<file path="src/rtl/mdu_iter.sv">
// Iterative RV64M multiply/divide unit: radix-2 shift-add multiply and restoring divide.
// Optional MDU_EARLY_OUT_EN: trivial/special operations complete in one cycle.
module mdu_iter #(
  parameter int XLEN = 64
) (
  input  logic            clk,
  input  logic            resetn,
  input  logic            valid,
  input  logic [3:0]      op,
  input  logic [XLEN-1:0] a,
  input  logic [XLEN-1:0] b,
  input  logic            flush,
  output logic            ok,
  output logic [XLEN-1:0] result,
  output logic            busy
);
  localparam int CW = $clog2(XLEN) + 1;
  localparam logic [CW-1:0] LAST = CW'(XLEN - 1);

  typedef enum logic [1:0] {IDLE, BUSY, DONE} state_t;
  state_t state, state_nx;

  logic [CW-1:0]     cnt;
  logic [2*XLEN-1:0] acc;
  logic [XLEN-1:0]   opb, dvd, res_d, result_q;
  logic [2:0]        f3_q;
  logic              w_q, neg_q, neg_r, div0_q, ovf_q;

  function automatic logic [XLEN-1:0] wext(input logic w, input logic [XLEN-1:0] v);
    return w ? {{(XLEN-32){v[31]}}, v[31:0]} : v;
  endfunction

  // Operand preparation at accept
  logic [2:0]      f3;
  logic            w, a_sgn, b_sgn, a_neg, b_neg, div0_p, ovf_p, accept;
  logic [XLEN-1:0] a_x, b_x, a_mag, b_mag;

  always_comb begin
    f3     = op[2:0];
    w      = op[3];
    a_x    = w ? {{(XLEN-32){a[31] & ~op[0]}}, a[31:0]} : a;
    b_x    = w ? {{(XLEN-32){b[31] & ~op[0]}}, b[31:0]} : b;
    a_sgn  = (f3 == 3'd1) || (f3 == 3'd2) || (f3 == 3'd4) || (f3 == 3'd6);
    b_sgn  = (f3 == 3'd1) || (f3 == 3'd4) || (f3 == 3'd6);
    a_neg  = a_sgn & a_x[XLEN-1];
    b_neg  = b_sgn & b_x[XLEN-1];
    a_mag  = a_neg ? -a_x : a_x;
    b_mag  = b_neg ? -b_x : b_x;
    div0_p = f3[2] && (b_x == '0);
    ovf_p  = ((f3 == 3'd4) || (f3 == 3'd6)) &&
             (w ? ((a_x[31:0] == 32'h8000_0000) && (b_x[31:0] == 32'hFFFF_FFFF))
                : ((a_x == {1'b1, {(XLEN-1){1'b0}}}) && (b_x == '1)));
    accept = valid && !flush;
  end

`ifdef MDU_EARLY_OUT_EN
  logic            early_p;
  logic [XLEN-1:0] early_res;
  always_comb begin
    early_p = div0_p || ovf_p ||
              (!f3[2] && ((a_x == '0) || (b_x == '0))) ||
              (f3[2] && (a_x == '0));
    if (div0_p)     early_res = wext(w, op[1] ? a_x : '1);
    else if (ovf_p) early_res = wext(w, op[1] ? '0 : a_x);
    else            early_res = '0;
  end
`endif

  // One iteration: acc holds {hi, lo} = {partial product, multiplier} or {remainder, quotient}
  logic [XLEN:0]     msum, dsh;
  logic              dge;
  logic [XLEN-1:0]   dsub, qv, rv, raw, fin;
  logic [2*XLEN-1:0] acc_nx, prod;

  always_comb begin
    msum   = {1'b0, acc[2*XLEN-1:XLEN]} + (acc[0] ? {1'b0, opb} : '0);
    dsh    = acc[2*XLEN-1:XLEN-1];
    dge    = dsh >= {1'b0, opb};
    dsub   = dsh[XLEN-1:0] - opb;
    acc_nx = f3_q[2] ? {dge ? dsub : dsh[XLEN-1:0], acc[XLEN-2:0], dge}
                     : {msum, acc[XLEN-1:1]};
    prod   = neg_q ? -acc_nx : acc_nx;
    if (div0_q)     qv = '1;
    else if (ovf_q) qv = dvd;
    else            qv = neg_q ? -acc_nx[XLEN-1:0] : acc_nx[XLEN-1:0];
    if (div0_q)     rv = dvd;
    else if (ovf_q) rv = '0;
    else            rv = neg_r ? -acc_nx[2*XLEN-1:XLEN] : acc_nx[2*XLEN-1:XLEN];
    if (f3_q[2])              raw = f3_q[1] ? rv : qv;
    else if (f3_q[1:0] == 2'd0) raw = prod[XLEN-1:0];
    else                      raw = prod[2*XLEN-1:XLEN];
    fin = wext(w_q, raw);
  end

  always_ff @(posedge clk or negedge resetn) begin
    if (!resetn) state <= IDLE;
    else         state <= state_nx;
  end

  always_comb begin
    state_nx = state;
    case (state)
      IDLE: if (accept) begin
`ifdef MDU_EARLY_OUT_EN
        state_nx = early_p ? DONE : BUSY;
`else
        state_nx = BUSY;
`endif
      end
      BUSY: if (flush) state_nx = IDLE;
            else if (cnt == LAST) state_nx = DONE;
      DONE: state_nx = IDLE;
      default: state_nx = IDLE;
    endcase
  end

  always_comb begin
    ok     = (state == DONE) && !flush;
    busy   = (state != IDLE);
    result = ok ? res_d : result_q;
  end

  always_ff @(posedge clk or negedge resetn) begin
    if (!resetn) begin
      cnt      <= '0;
      acc      <= '0;
      opb      <= '0;
      dvd      <= '0;
      res_d    <= '0;
      result_q <= '0;
      f3_q     <= '0;
      w_q      <= 1'b0;
      neg_q    <= 1'b0;
      neg_r    <= 1'b0;
      div0_q   <= 1'b0;
      ovf_q    <= 1'b0;
    end else begin
      case (state)
        IDLE: if (accept) begin
          acc    <= {{XLEN{1'b0}}, a_mag};
          opb    <= b_mag;
          dvd    <= a_x;
          f3_q   <= f3;
          w_q    <= w;
          neg_q  <= a_neg ^ b_neg;
          neg_r  <= a_neg;
          div0_q <= div0_p;
          ovf_q  <= ovf_p;
          cnt    <= '0;
`ifdef MDU_EARLY_OUT_EN
          if (early_p) res_d <= early_res;
`endif
        end
        BUSY: if (!flush) begin
          acc <= acc_nx;
          cnt <= cnt + 1'b1;
          if (cnt == LAST) res_d <= fin;
        end
        DONE: if (!flush) result_q <= res_d;
        default: ;
      endcase
    end
  end
endmodule

</file>
<file path="config.mk">
export PLATFORM = sky130hd
export DESIGN_NAME = mdu_iter
export DESIGN_NICKNAME = d
export VERILOG_FILES = /design/src/rtl/mdu_iter.sv
export SDC_FILE = /design/constraint.sdc
export NUM_CORES = 2
export LEC_CHECK = 0
export ABC_AREA = 1
export CELL_PAD_IN_SITES_DETAIL_PLACEMENT = 0
export CELL_PAD_IN_SITES_GLOBAL_PLACEMENT = 1
export CORE_MARGIN = 2
export CORE_UTILIZATION = 33
export CTS_CLUSTER_SIZE = 20
export DETAILED_ROUTE_END_ITERATION = 8
export PLACE_DENSITY = 0.76
export SYNTH_ARGS = -nofsm -noshare
export SYNTH_HDL_FRONTEND = slang
export SYNTH_SLANG_ARGS = --single-unit
</file>
<file path="constraint.sdc">
create_clock -name clk -period 4.05 [get_ports clk]
set_input_delay 0.405 -clock clk [delete_from_list [all_inputs] [get_ports clk]]
set_output_delay 0.405 -clock clk [all_outputs]
set_load 0.05 [all_outputs]
</file>
==> metrics.yaml <==
global_routing:
  antenna_found_initial: 28
  grt_pass1_vias: 55728
  grt_max_degree: 124
  gr-usage-all-layers: 0.413
  grt_pass1_wl_mm: 402
  grt-ovfl-total: 0
timing:
  relSlewSlack: 0.309
  grt_setup_unrepaired: "yes"
  fin_crit_sh: 1.18
  setup_ws_ns: -0.719
  finClkSkew_ns: 0.0434
  setup_viol: 63
  hold_ws_ns: 0.342
  fmax_mhz: 210
  fin_crit_ns: 4.77
  worst_pin_slew_ns: 1.04
  hold_viol: 0
  final_max_slew_viol_count: 0
  tns_ns: -31.96
drt:
  post_drt_wl_per_cell_um: 25.5
  dr.pass1.iters: 9
  initialDrtViolationCount: 7523
  ant_nets: 0
  drc: 0
  vias: 59321
  routed_wl_mm: 288
  vias_per_cell: 5.27
run:
  drv_cap: 0
cells_and_area:
  num-fill-cells: 13826
  drive_gt1_frac: 0.303
  num-nets-final: 9731
  area_growth_syn_to_layout_pct: 52.7
worst_hold_path:
  min_path_type: "input port to flip-flop"
  whs_path_depth: 3
floorplanning:
  dieWidth_um: 368
  io_pins: 202
  start_util: 0.333
  coreArea_mm2: 0.131
  placementRows: 133
  dieArea_mm2: 0.135
  die_h_um: 368
cts:
  cts.clk_slew.worst_paths_ns: 0.06
  cts_sinks: 401
  cts-htree-levels: 2
  cts-root-buf: "clkbuf_16"
  cts_tree: "done"
  clkLatencyLatePin_ns: 0.70
  numCtsBuffers: 52
  clockBufferDepth: 3
power:
  powerDensity_mw_per_mm2: 950
  ir_drop_uv: 596
  switching_share: 0.549
  internal_power_w: 0.0286
  p_seq_frac: 0.091
  clockPowerShare: 0.079
  switchingPower_w: 0.0348
  p_leak_nw: 35.4
  p_comb_frac: 0.830
critical_path:
  cpPeakStageDelay_ns: 0.36
  crit_required_ns: 4.65
  cp_max_fo: 6
  arrival_ns: 5.36
  worst_r2r_path_depth: 32
  cp_common_cell: "nand2_1"
  worst_setup_path_end_kind: "flip-flop"
  criticalPathCategory: "flip-flop to flip-flop"
  critPathSlowestCell: "nor2_2"
  start_kind: "flip-flop"
run_status:
  status: "finished with violations"
  violations: "negative setup slack"
synth:
  post-synth-top-area-cell: "dfrtp_1"
  synth_common_cells: "nand2_1 (2551), inv_1 (1153), nor2_1 (785), o21ai_0 (567), nand3_1 (502)"
  synth_area_per_cell_um2: 5.72
  syn_nets: 7911
  netlist_instances: 7639
  ys.flop_type: "dfrtp_1"
  synth-edff-count: 0
  async_flop_share: 1.00
  yosysTopAreaCellShare: 0.230
  yosysSeqAreaShare: 0.230
  synthTopCellsByArea: "dfrtp_1 (23%), nand2_1 (22%), inv_1 (9.9%)"
  syn_area_mm2: 0.0437
  yosysUniqueCellTypes: 65
  synth.most_common_cell: "nand2_1"
  ys_ff_latch: 401
  yosys_warnings: 0
placement:
  gp_congestion: 1.07
  port_buffers: 201
  hpwlAfterDp_mm: 242
[registers in the layout (all words and copies together), names as in the netlist, 2 cells and up]
register,flops
acc,128
dvd,64
opb,64
res_d,64
result_q,64
cnt,7
f3_q,3
state,2
[metrics by stage]
step | total power [W] | setup slack [ns] | utilization | instance area [um^2] | cells
2_1_floorplan | 0.0244 | 0.0172 | - | 44400 | 7639
3_3_place_gp | 0.0522 | -1.23 | 0.465 | 61200 | 11066
3_5_place_dp | 0.0522 | -1.27 | 0.465 | 61200 | 11066
4_1_cts | 0.0599 | -0.660 | 0.496 | 65200 | 11223
5_1_grt | 0.0661 | -0.956 | 0.508 | 66800 | 11259
6_report | 0.0635 | -0.719 | 0.508 | 66800 | 11266
[layout by cell type (no fill, tap or decap), types with 18 or more instances in the layout]
cell and count:
o21ai_1 56, buf_4 1779, a31oi_1 64, nand2_4 27
inv_1 1106, o21ai_2 26, buf_12 65, or2_2 21
nand2_2 197, nor3_1 57, o211ai_1 29, o21bai_1 31
o21ai_0 517, nand3_4 25, nor2_4 90, nor4_1 31
clkbuf_16 56, ha_1 41, a21oi_2 69, inv_2 66
nand3_1 436, buf_6 53, nand4_1 106, ha_4 88
xor2_1 196, dfrtp_1 395, nand2_1 2354, o22ai_1 23
nand3_2 63, nand3b_1 22, xnor2_1 18, nor2_2 134
clkdlybuf4s50_1 136, a21oi_1 300, nor2_1 636
[routing by layer]
| metal | global-route usage | part of all wire | vias up |
|---|---|---|---|
| met5 | 0.0118 | 0.0011 | - |
| met1 | 0.589 | 0.45 | 28213 |
| met3 | 0.131 | 0.12 | 421 |
| met4 | 0.141 | 0.040 | 14 |
| li1 | - | - | 27831 |
| met2 | 0.575 | 0.39 | 2842 |
[power by group through the flow]
stage	Clock (W)	Sequential, W	Combinational, W
final	0.00500	0.00577	0.0527
after global routing	0.00519	0.00582	0.0551
after CTS	0.00505	0.00570	0.0491
after detailed placement	0	0.00577	0.0464
after global placement	0	0.00571	0.0465
after floorplan	0	0.00549	0.0190
[critical path: cells and delay by family (launching register included)]
kind	cells	cell delay, ns
buffers and inverters	8	1.01
adders and majority gates	1	0.27
and+or+nand+nor	22	2.78
DFF	1	0.35
AOI/OAI and AO/OA	1	0.22
[path summary, 6_finish.rpt]
path                              start      endpoint  slack [ns]
setup / recovery                opb[17]     res_d[47]       -0.72
hold / removal                    a[58]       dvd[58]        0.34
setup reg to reg                opb[17]     res_d[47]       -0.72
hold reg to reg            result_q[22]  result_q[22]        0.47
max in group asynchronous        resetn         ovf_q        2.63
min in group asynchronous        resetn  result_q[43]        0.38
[layout make-up]
type	count	area, um^2	share of cell area
Timing Repair Buffer	2038	16700	0.250
Multi-Input combinational cell	5782	31500	0.472
Clock buffer	73	1520	0.0228
Clock inverter	24	263	0.00394
Inverter	1184	4460	0.0668
Tap cell	1755	2200	0.0329
Sequential cell	401	10000	0.150
Antenna cell	9	22.5	0.000337
[kinds of logic (layout without fill, tap and decap cells)]
kind of cell | Yosys count | after routing | synth area share
and+or+nand+nor | 4252 | 4252 | 0.409
buffers and inverters | 1456 | 3319 | 0.130
DFF | 401 | 401 | 0.230
AOI/OAI and AO/OA | 1173 | 1173 | 0.147
adders and majority gates | 136 | 136 | 0.0393
xor gates and xnor gates | 221 | 221 | 0.0443
other | 0 | 9 | 0
[repair_timing]
action                                 CTS  global route
buffers inserted                        63            33
pin swaps                              109            90
hold buffers                             1             0
endpoints found under the hold margin   68             0
gates resized for setup                506           333
setup endpoints to repair               74            81
cloned                                   0             3
Note: power is estimated with default switching activity, not from simulation.
